## src/rtl/gate_unit_pipe_if.sv

```systemverilog
// Handshake bundle for gate_unit_pipe: producer side (op/a/b) and consumer side (y).
// y_parity exists only when GATE_UNIT_PARITY_EN is defined.
interface gate_unit_pipe_if #(
  parameter int unsigned WIDTH = 8,
  parameter int unsigned CNT_W = 16
) ();
  logic             in_valid;
  logic             in_ready;
  logic [2:0]       op;
  logic [WIDTH-1:0] a;
  logic [WIDTH-1:0] b;
  logic             out_valid;
  logic             out_ready;
  logic [WIDTH-1:0] y;
  logic [CNT_W-1:0] op_count;
`ifdef GATE_UNIT_PARITY_EN
  logic             y_parity;

  modport slave (
    input  in_valid, op, a, b, out_ready,
    output in_ready, out_valid, y, op_count, y_parity
  );

  modport master (
    output in_valid, op, a, b, out_ready,
    input  in_ready, out_valid, y, op_count, y_parity
  );
`else
  modport slave (
    input  in_valid, op, a, b, out_ready,
    output in_ready, out_valid, y, op_count
  );

  modport master (
    output in_valid, op, a, b, out_ready,
    input  in_ready, out_valid, y, op_count
  );
`endif
endinterface

```

## src/rtl/gate_unit_pipe.sv

```systemverilog
// Registered WIDTH-bit gate unit feeding a 2-entry FIFO output buffer with valid/ready.
// Optional GATE_UNIT_PARITY_EN stores ^result per entry and drives y_parity from the head.
module gate_unit_pipe #(
  parameter int unsigned WIDTH = 8,
  parameter int unsigned CNT_W = 16
) (
  input logic             clk,
  input logic             rst,
  gate_unit_pipe_if.slave bus
);

`ifdef GATE_UNIT_PARITY_EN
  localparam int unsigned EntryW = WIDTH + 1;
`else
  localparam int unsigned EntryW = WIDTH;
`endif

  typedef enum logic [1:0] {StEmpty, StOne, StTwo} state_e;

  state_e              state_q;
  logic [EntryW-1:0]   head_q;
  logic [EntryW-1:0]   tail_q;
  logic                in_ready_q;
  logic                out_valid_q;
  logic [CNT_W-1:0]    count_q;

  logic [WIDTH-1:0]    result;
  logic [EntryW-1:0]   entry;
  logic                accept;
  logic                pop;

  assign accept = bus.in_valid & in_ready_q;
  assign pop    = out_valid_q & bus.out_ready;

  // Ops 0 and 7 only look at a, so b (even X) cannot reach the result.
  always_comb begin
    result = '0;
    unique case (bus.op)
      3'd0: result = ~bus.a;
      3'd1: result = bus.a & bus.b;
      3'd2: result = bus.a | bus.b;
      3'd3: result = bus.a ^ bus.b;
      3'd4: result = ~(bus.a & bus.b);
      3'd5: result = ~(bus.a | bus.b);
      3'd6: result = ~(bus.a ^ bus.b);
      3'd7: result = bus.a;
    endcase
  end

`ifdef GATE_UNIT_PARITY_EN
  assign entry = {^result, result};
`else
  assign entry = result;
`endif

  always_ff @(posedge clk) begin
    if (rst) begin
      state_q     <= StEmpty;
      head_q      <= '0;
      tail_q      <= '0;
      in_ready_q  <= 1'b1;
      out_valid_q <= 1'b0;
      count_q     <= '0;
    end else begin
      if (accept) begin
        count_q <= count_q + 1'b1;
      end
      case (state_q)
        StEmpty: begin
          if (accept) begin
            head_q      <= entry;
            state_q     <= StOne;
            out_valid_q <= 1'b1;
          end
        end
        StOne: begin
          if (accept && !pop) begin
            tail_q     <= entry;
            state_q    <= StTwo;
            in_ready_q <= 1'b0;
          end else if (pop && !accept) begin
            // Clear the head so y and y_parity read 0 while empty.
            head_q      <= '0;
            state_q     <= StEmpty;
            out_valid_q <= 1'b0;
          end else if (accept && pop) begin
            head_q <= entry;
          end
        end
        StTwo: begin
          if (pop) begin
            head_q     <= tail_q;
            tail_q     <= '0;
            state_q    <= StOne;
            in_ready_q <= 1'b1;
          end
        end
        default: begin
          state_q     <= StEmpty;
          head_q      <= '0;
          tail_q      <= '0;
          in_ready_q  <= 1'b1;
          out_valid_q <= 1'b0;
        end
      endcase
    end
  end

  assign bus.in_ready  = in_ready_q;
  assign bus.out_valid = out_valid_q;
  assign bus.y         = head_q[WIDTH-1:0];
  assign bus.op_count  = count_q;
`ifdef GATE_UNIT_PARITY_EN
  assign bus.y_parity  = head_q[WIDTH];
`endif

endmodule

```

## src/flat_wrapper.sv

```systemverilog
// flat-port wrapper written by rule: the top's interface ports become plain ports
module gate_unit_pipe_flat 
#(
  parameter int unsigned WIDTH = 8,
  parameter int unsigned CNT_W = 16
)
  (clk, rst, bus_in_valid, bus_op, bus_a, bus_b, bus_out_ready, bus_in_ready, bus_out_valid, bus_y, bus_op_count);
  gate_unit_pipe_if #(.WIDTH(WIDTH), .CNT_W(CNT_W)) bus_i ();
  input logic clk;
  input logic rst;
  input wire logic [$bits(bus_i.in_valid)-1:0] bus_in_valid;
  input wire logic [$bits(bus_i.op)-1:0] bus_op;
  input wire logic [$bits(bus_i.a)-1:0] bus_a;
  input wire logic [$bits(bus_i.b)-1:0] bus_b;
  input wire logic [$bits(bus_i.out_ready)-1:0] bus_out_ready;
  output wire logic [$bits(bus_i.in_ready)-1:0] bus_in_ready;
  output wire logic [$bits(bus_i.out_valid)-1:0] bus_out_valid;
  output wire logic [$bits(bus_i.y)-1:0] bus_y;
  output wire logic [$bits(bus_i.op_count)-1:0] bus_op_count;
  assign bus_i.in_valid = bus_in_valid;
  assign bus_i.op = bus_op;
  assign bus_i.a = bus_a;
  assign bus_i.b = bus_b;
  assign bus_i.out_ready = bus_out_ready;
  assign bus_in_ready = bus_i.in_ready;
  assign bus_out_valid = bus_i.out_valid;
  assign bus_y = bus_i.y;
  assign bus_op_count = bus_i.op_count;
  gate_unit_pipe #(.WIDTH(WIDTH), .CNT_W(CNT_W)) u_core (.clk(clk), .rst(rst), .bus(bus_i));
endmodule
```

## config.mk

```make
export PLATFORM = sky130hd
export DESIGN_NAME = gate_unit_pipe_flat
export DESIGN_NICKNAME = d
export VERILOG_FILES = /design/src/rtl/gate_unit_pipe_if.sv /design/src/rtl/gate_unit_pipe.sv /design/src/flat_wrapper.sv
export SDC_FILE = /design/constraint.sdc
export NUM_CORES = 1
export LEC_CHECK = 0
export ABC_AREA = 0
export CAP_MARGIN = 20
export CORE_MARGIN = 2
export CORE_UTILIZATION = 40
export DETAILED_ROUTE_END_ITERATION = 12
export PLACE_DENSITY_LB_ADDON = 0.3
export SYNTH_ARGS = -nofsm -noshare
export SYNTH_HDL_FRONTEND = slang
export SYNTH_SLANG_ARGS = --single-unit
export TNS_END_PERCENT = 100
```

## constraint.sdc

```tcl
create_clock -name clk -period 1.4 [get_ports clk]
set_input_delay 0.21 -clock clk [delete_from_list [all_inputs] [get_ports clk]]
set_output_delay 0.21 -clock clk [all_outputs]
set_load 0.02 [all_outputs]
```

* Yosys cells after proc, flatten, opt, wreduce, memory -nomap -nowiden
Cells that the tools add are included.
** Word-level totals
- Logic and storage cells :: 67
- Bits in registers :: 36
** Operators by class
- Eq/ne operators :: 16
- $add $sub $neg :: 1
- Mux-type cells :: 22
- Reduce and logical (&&, ||, !) cells :: 11
- Bitwise logic cells :: 11
** Operator list (number)
- one-hot mux 8 bit (8 select lines) :: 1
- two-way mux 8 bit :: 7
- one-hot mux 8 bit (3 select lines) :: 2
- NOT 8 bit :: 4
- adder 16 x 1 -> 16 bit, second input constant :: 1
- equality test 3 bit, second input constant :: 4
- bitwise AND 8 bit :: 1
- two-way mux 2 bit :: 4
- inequality test 2 x 1 -> 1 bit, second input constant :: 4
- OR 8 bit :: 1
- AND reduction 4 bit :: 2
- bitwise XOR 8 bit :: 1
- equality test 3 x 2 -> 1 bit, second input constant :: 2
- inequality test 3 x 1 -> 1 bit, second input constant :: 2
- one-hot mux 1 bit (3 select lines) :: 2
- one-hot mux 2 bit (3 select lines) :: 1
- AND reduction 3 bit :: 2
- two-way mux 1 bit :: 5
- equality test 3 x 1 -> 1 bit, second input constant :: 1
- logical AND 1 bit :: 3
- zero test 3 bit :: 1
- bitwise AND 1 bit :: 2
- equality test 2 x 1 -> 1 bit, second input constant :: 1
- equality test 2 bit, second input constant :: 1
- 4 further kinds :: 6

* Logic depth before layout (Yosys ltp)
- Depth in word-level cells :: 7
- Mapped depth :: 7

* Least setup slack after synthesis
No wires, ideal clock.
- Path type :: register -> register
- Start point :: register u_core.count_q[0], in the netlist u_core.bus.op_count[0]
- End point :: register u_core.count_q[10], in the netlist u_core.bus.op_count[10]
- Setup slack :: -178 ps
- Library setup time :: 128 ps
- Path buffers :: 0
- Cell stages (with the launch flop) :: 7
- Required time :: 1272 ps
- Data arrival time :: 1450 ps
- Cell sequence :: dfxtp_1 > ha_1 > nand3_1 > nor3_1 > and3_1 > xnor2_1 > nor2_1
** On the way
- Longest elaborated chain between the ends :: 1
** RTL lines
- start, declared :: line gate_unit_pipe.sv:25 : logic [CNT_W-1:0] count_q;
- start signal, assigned :: line gate_unit_pipe.sv:66 : count_q <= count_q + 1'b1;
- adder 16 x 1 -> 16 bit :: line gate_unit_pipe.sv:66
No other way between the ends.
A chain may end at the register's enable or synchronous reset.

* Worst setup path in the final report
- Start point :: register u_core.in_ready_q, in the netlist u_core.bus.in_ready
- End point :: register u_core.tail_q[5]
** On the way
- Longest elaborated chain between the ends :: 4
** RTL lines
- start, declared :: line gate_unit_pipe.sv:23 : logic in_ready_q;
- start signal, assigned :: line gate_unit_pipe.sv:61 : in_ready_q <= 1'b1;
- start signal, assigned :: line gate_unit_pipe.sv:80 : in_ready_q <= 1'b0;
- start signal, assigned :: line gate_unit_pipe.sv:95 : in_ready_q <= 1'b1;
- bitwise AND 1 bit :: line gate_unit_pipe.sv:32 : assign accept = bus.in_valid & in_ready_q;
- logical AND 1 bit :: line gate_unit_pipe.sv:77 : if (accept && !pop) begin
- inequality test 2 x 1 -> 1 bit (no line)
- AND reduction 3 bit (no line)
- end signal, assigned :: line gate_unit_pipe.sv:78 : tail_q <= entry;
- end, declared :: line gate_unit_pipe.sv:22 : logic [EntryW-1:0] tail_q;
No other way between the ends.

==> flow_summary.yaml <==
run_status:
  outcome: "finished with violations"
  violations: "setup timing"
worst_setup_path:
  worst_setup_path_start_kind: "register"
  cp_max_fo: 6
  critPathKind: "register to register"
  crit_required_ns: 1.63
  crit_chain: "and3b_2 > buf_6 > nand3_4 > a21oi_1 > o21ai_0 > a21oi_1"
  cp_common_cell: "a21oi_1"
  worst_setup_path_end_kind: "register"
  cp_data_arrival_time_ns: 1.64
  cpMaxStageDelayCell: "dfxtp_4"
  cp_top_family: "compound AO/OA/AOI/OAI gates"
  cp_slowest_stage_delay_ns: 0.38
  critPathBufInv: 1
logic_synthesis:
  synth_mux_area_frac: 0.0409
  yosysSeqAreaShare: 0.274
  avgSynthCellArea_um2: 8.28
  synth_cell_types: 58
  synth_top_family_by_area: "compound AO/OA/AOI/OAI gates"
  synth_ff_type: "dfxtp_1"
  syn-cell-area_um2: 2630
  synth_edf_count: 0
  synthAdderAreaFrac: 0.0808
  yosys.area_share.xor_xnor: 0.0532
  async_flop_share: 0
  yosysWarnings: 0
  synth_compound_area_frac: 0.260
  yosys.area_share.simple: 0.209
  ys_ff_latch: 36
  syn_inst: 318
  syn_nets: 358
clock_tree:
  cts.sinks: 36
  htreeDepth: 2
  clk_latency_ns: 0.29
  cts_inserted_buffers: 5
  cts_root_buf: "clkbuf_8"
  path_clk_slew_ns: 0.07
  cts_tree: "done"
  clock_path_buffers: 2
floorplan:
  dieArea_um2: 7250
  start_util: 0.415
  pin_count: 49
  die_y_um: 85.1
  die_x_um: 85.1
  row_count: 29
  core_area_um2: 6350
layout:
  fin_nets: 468
  final_cells: 506
  fin_util: 0.659
  syn_to_final_growth_pct: 58.9
  final_area_um2: 4180
  drive_gt1_frac: 0.424
  fillers: 505
  diodes: 0
route:
  totalWireLength_mm: 7.89
  post-route-drc-count: 0
  wl_per_cell_um: 15.6
  drt-initial-drc-count: 141
  dr.pass1.iters: 4
  ant_nets: 0
  viasPerCell: 5.51
  via_count: 2787
timing:
  fin_worst_skew_ns: 0.00602
  tightestPinTransition_ns: 0.323
  slew_headroom: 0.783
  setup_violations: 2
  slew_viol_final: 0
  fin_crit_sh: 1.01
  hold_slack_ns: 0.356
  finalHoldViolCount: 0
  max_freq_ghz: 0.708
  fin_ws_ns: -0.0120
  rsz0062_at_grt: "true"
  period_needed_ns: 1.41
grt:
  grt_start_max_net_pins: 30
  grt_overflow: 0
  first_global_vias: 2623
  grt_use_total: 0.203
  antenna_found_initial: 0
  grt_pass1_wl_mm: 12.1
placement:
  dp_hpwl_mm: 4.96
  routabilityCongestion: 0.872
  io_buffers: 48
  placed_cell_area_um2: 3610
  pre_cts_ws_ns: -0.585
  dp_cells: 485
run:
  max-cap-violations: 0
power:
  p_leak_uw: 0.00183
  power.density_nw_per_um2: 755
  peakVddDrop_uv: 615
hold_path:
  hp-class: "primary input to register"
## layout make-up
class / instances / area [µm²] / area share
clock buffer: 8 / 90.1 / 0.0215
inverter: 21 / 78.8 / 0.0188
multi-input combinational: 242 / 2110 / 0.505
sequential: 36 / 737 / 0.176
tap: 77 / 96.3 / 0.0230
timing repair buffer: 122 / 1070 / 0.255
## routing by layer
metal / part of all wire / vias up / track usage
met5: 0 / - / 0
met4: 0.025 / 0 / 0.0664
met3: 0.040 / 17 / 0.0331
met2: 0.49 / 60 / 0.345
met1: 0.44 / 1338 / 0.262
li1: - / 1372 / -
## tightest hold or removal path: cells and delay by family
family	cells	cell delay, ns
and+or+nand+nor	2	0.28
buffers and inverters	1	0.11
## state kept, by name (all words and copies together) (netlist names)
signal,count
u_core.bus.out_valid,1
u_core.state_q,2
u_core.bus.in_ready,1
u_core.bus.op_count,16
u_core.bus.y,8
u_core.tail_q,8
## placed cells by master, fill, tap and decap left out, types with 5 or more instances in the layout
master          n
nand2_1        22
nand3_1         5
xor2_1         11
a21oi_1        15
buf_4          62
inv_2           8
ha_4            9
buf_6           6
nor3_2          5
dfxtp_1        29
nor2_1         24
a22oi_1         8
nand2b_1       12
o21ai_0         8
a21oi_2         5
clkbuf_8        6
inv_1          13
dlygate4sd2_1  35
clkbuf_2        9
## synth_stat cells (3+ instances only)
library cell | n | share of area
o21ai_1 | 4 | 0.0076
a22oi_1 | 11 | 0.031
clkbuf_1 | 5 | 0.0071
a21oi_2 | 3 | 0.010
nor2_1 | 27 | 0.038
nor2b_1 | 5 | 0.012
xnor2_1 | 5 | 0.017
nor3_1 | 6 | 0.011
nand2_1 | 27 | 0.038
mux2_2 | 4 | 0.017
ha_1 | 17 | 0.081
and3_1 | 3 | 0.0071
and4_1 | 4 | 0.013
a311oi_1 | 3 | 0.010
o21ai_0 | 9 | 0.017
buf_6 | 6 | 0.026
o31ai_1 | 3 | 0.0086
a21o_1 | 4 | 0.011
xor2_1 | 11 | 0.037
inv_1 | 21 | 0.030
nand3_1 | 8 | 0.015
dfxtp_1 | 36 | 0.27
a21oi_1 | 17 | 0.032
o22a_1 | 3 | 0.010
mux2i_1 | 4 | 0.015
buf_2 | 4 | 0.0076
nand4_1 | 3 | 0.0071
o22ai_1 | 4 | 0.0095
nand3b_1 | 3 | 0.0086
nand2b_1 | 13 | 0.031
a211oi_1 | 4 | 0.011
## logic make-up (layout without fill, tap and decap cells)
group / after synthesis / after routing
compound gates: 91 / 91
mux: 9 / 9
fa+ha+maj: 17 / 17
buf+inv: 40 / 151
simple gates: 109 / 109
xor+xnor: 16 / 16
flops: 36 / 36
## through the flow
| step | power (µW) | setup TNS [ns] |
|---|---|---|
| floorplan | 1730 | 0 |
| global placement | 2150 | -11.60 |
| detailed placement | 2170 | -12.18 |
| CTS | 3000 | 0 |
| global route | 3330 | -0.252 |
| finish | 3160 | -0.0199 |
## path summary, 6_finish.rpt
check	depth (start not counted)	from	slack, ns	end
max	6	u_core.bus.in_ready	-0.01	u_core.tail_q[5]
min	3	bus_out_ready	0.36	u_core.state_q[1]
max reg2reg	6	u_core.bus.in_ready	-0.01	u_core.tail_q[5]
min reg2reg	2	u_core.tail_q[4]	0.46	u_core.tail_q[4]
## where the power goes
part | switching, µW | internal [µW] | leakage [µW]
Sequential | 64.6 | 1090 | 0.000295
Combinational | 623 | 616 | 0.00149
Clock | 365 | 401 | 0.0000455
Total | 1050 | 2110 | 0.00183
## what timing repair did
action / in CTS / in global routing
setup buffers: 3 / 8
cloned: 2 / 1
pin swaps: 41 / 29
resized for setup: 95 / 63
hold buffers: 0 / 0
endpoints found under the setup margin: 48 / 20
(Power assumes the default switching activity.)
==> patch, RTL diff (same flow settings) <==
`WIDTH` is set to 8 in 3 places; all go to 6.
--- a/src/rtl/gate_unit_pipe_if.sv
+++ b/src/rtl/gate_unit_pipe_if.sv
@@ -1,7 +1,7 @@
 // Handshake bundle for gate_unit_pipe: producer side (op/a/b) and consumer side (y).
 // y_parity exists only when GATE_UNIT_PARITY_EN is defined.
 interface gate_unit_pipe_if #(
-  parameter int unsigned WIDTH = 8,
+  parameter int unsigned WIDTH = 6,
   parameter int unsigned CNT_W = 16
 ) ();
   logic             in_valid;
--- a/src/rtl/gate_unit_pipe.sv
+++ b/src/rtl/gate_unit_pipe.sv
@@ -1,7 +1,7 @@
 // Registered WIDTH-bit gate unit feeding a 2-entry FIFO output buffer with valid/ready.
 // Optional GATE_UNIT_PARITY_EN stores ^result per entry and drives y_parity from the head.
 module gate_unit_pipe #(
-  parameter int unsigned WIDTH = 8,
+  parameter int unsigned WIDTH = 6,
   parameter int unsigned CNT_W = 16
 ) (
   input logic             clk,
--- a/src/flat_wrapper.sv
+++ b/src/flat_wrapper.sv
@@ -1,7 +1,7 @@
 // flat-port wrapper written by rule: the top's interface ports become plain ports
 module gate_unit_pipe_flat 
 #(
-  parameter int unsigned WIDTH = 8,
+  parameter int unsigned WIDTH = 6,
   parameter int unsigned CNT_W = 16
 )
   (clk, rst, bus_in_valid, bus_op, bus_a, bus_b, bus_out_ready, bus_in_ready, bus_out_valid, bus_y, bus_op_count);
Ports: changed (resized bus_a, bus_b and bus_y); port bits go from 49 to 43. The function was not compared with the original's and may differ.
==> patch against the original RTL <==
  * The flow still finishes with violations (setup timing)
  * Final area down 16%
  * Setup slack worse by 0.092 ns
  * Routed wire length fell by 19%
  * Synthesized area down 18%
  * Count of clock-buffer cells in the layout fell by 2
  * Via count shrank 14%
  * Sequential share of layout area grew 1.7 points
  * Sequential cell count decreased by 4
  * Power shrank 14%
  * Largest power group is now sequential cells
==> patch: results (changes against the original RTL) <==
STA
  • Worst Max-Slew Pin Slew: 0.3936 ns (+0.07106 ns)
  • Final setup margin: -0.1035 ns (-0.09158 ns)
  • Final Skew: 0.01030 ns (+0.004272 ns)
  • TNS Setup: -0.2543 ns (-0.2344 ns)
  • Final setup vio count: 5 (+3)
  • Worst hold slack: 0.3639 ns (+0.007638 ns)

Global routing
  • Vias in the first global route: 2,369 (-9.7%)
  • Tot GR Track Use: 0.2126 (+0.009583)
  • Initial antenna violation count: 0 (unchanged)
  • First-pass GRT wire length: 10.42 mm (-14%)
  • Largest net degree at the start of global routing: 37 (+23%)

Min path
  • Worst Hold End: u_core.bus.op_count[14]$_SDFFE_PP0P_
  • Min-Delay Startpoint: rst

Logic synthesis
  • Multiplexer share of the synthesized area: 0.06427 (+0.02340)
  • Synth cell types: 53 (-8.6%)
  • Most frequent cells after synthesis: dfxtp_1 (32), inv_1 (22), nand2_1 (18)
  • Top post-synthesis cells by area: dfxtp_1 (30%), ha_1 (7.5%), inv_1 (3.8%), mux2_2 (3.6%), nand3_1 (3.5%)
  • Synth Area in Compound Gates: 0.2264 (-0.03310)
  • Synth Area in XOR/XNOR: 0.03243 (-0.02081)
  • Mapped Nets: 297 (-17%)
  • Synth async-reset ratio: 0 (unchanged)
  • Syn Inst Count: 265 (-17%)
  • Seq/Total Area, Yosys: 0.2965 (+0.02270)
  • Adder and majority gate portion of the synthesized area: 0.07528 (-0.005523)

Setup path
  • Slowest CP cell: or4_1
  • Worst path max stage delay: 0.47 ns (+0.09 ns)
  • Crit-path max FO: 10 (+4)
  • Reg2Reg Launch Point: u_core.bus.op_count[6]$_SDFFE_PP0P_
  • Cell count of the worst reg-to-reg path: 5 (-1)
  • WP data arrival: 1.72 ns (+0.08 ns)
  • Worst path top cell family by delay: simple AND/OR/NAND/NOR gates

Run status
  • Failing checks: setup timing
  • Outcome: finished, violations left

Finish
  • Final #Nets: 402 (-14%)
  • Layout fillers: 421 (-17%)
  • Layout cells sized above 1: 0.3827 (-0.04149)
  • Final std cells w/o fill: 441 (-13%)

Route
  • Iter 0 DRT Violations: 128 (-9.2%)
  • Routed length per instance: 14.58 um (-6.5%)
  • Average via count per standard cell: 5.429 (-1.4%)

Placement
  • RePlAce Congestion: 0.8152 (-6.5%)
  • DP HPWL: 4.525 mm (-8.8%)
  • PortBufs: 42 (-13%)
  • Dpl cell area: 3211 um2 (-11%)
  • Placed insts: 431 (-11%)
  • Post-placement worst setup slack: -0.5641 ns (+0.02120 ns)

Pwr
  • PwrDens: 774.8 nW/um2 (+2.6%)
  • Static Leak: 1.536 nW (-16%)
  • Max VDD drop: 0.5999 mV (-2.4%)

Clocking
  • Number of H-tree levels: 2 (unchanged)
-- patch: changes by cell type after synthesis, moves of 6 or more --
cell | before | now
nand2_1 | 27 | 18
a22oi_1 | 11 | 1
xor2_1 | 11 | 5
nand2b_1 | 13 | 1
o21bai_1 | 1 | 7
nor2_1 | 27 | 15
buf_6 | 6 | 0
o211ai_1 | 2 | 8
clkbuf_1 | 5 | 13
nand3_1 | 8 | 15
-- patch: routing by layer --
layer | global-route usage | wire length [um]
met5 | 0 | 0
met3 | 0.04535 | 241
met1 | 0.2563 | 2822
met2 | 0.3800 | 3263
met4 | 0.05893 | 103
-- patch: worst register-to-register path, cell delays in order, from the launching register on --
cell and delay [ns]:
dfxtp_4 0.35, and4_4 0.23, nand4_1 0.11, buf_6 0.15, or4_1 0.47, a21oi_1 0.13
-- patch: kinds of logic after synthesis --
| group | Yosys count |
|---|---|
| compound gates | 68 |
| xor+xnor | 8 |
| fa+ha+maj | 13 |
| buf+inv | 40 |
| flops | 32 |
| mux | 13 |
| simple gates | 91 |
-- patch: timing repair --
action	4_1_cts	5_1_grt
endpoints found under the setup margin	42	19
buffers inserted	0	0
gates cloned	0	2
endpoints found under the hold margin	0	0
pin swaps	12	12
resized for setup	64	22
-- patch: layout make-up --
cell class	count	area share
inverter	22	0.02461
tap	70	0.02496
sequential	32	0.1933
clock inverter	2	0.009629
timing repair buffer	116	0.2860
multi-input combinational	193	0.4379
clock buffer	6	0.02354
-- patch: power by group --
part | switching [mW] | total (mW) | leakage [nW] | internal [mW]
clock | 0.356 | 0.929 | 0.0588 | 0.573
combinational | 0.391 | 0.797 | 1.21 | 0.407
sequential | 0.0418 | 0.992 | 0.268 | 0.950
total | 0.788 | 2.72 | 1.54 | 1.93
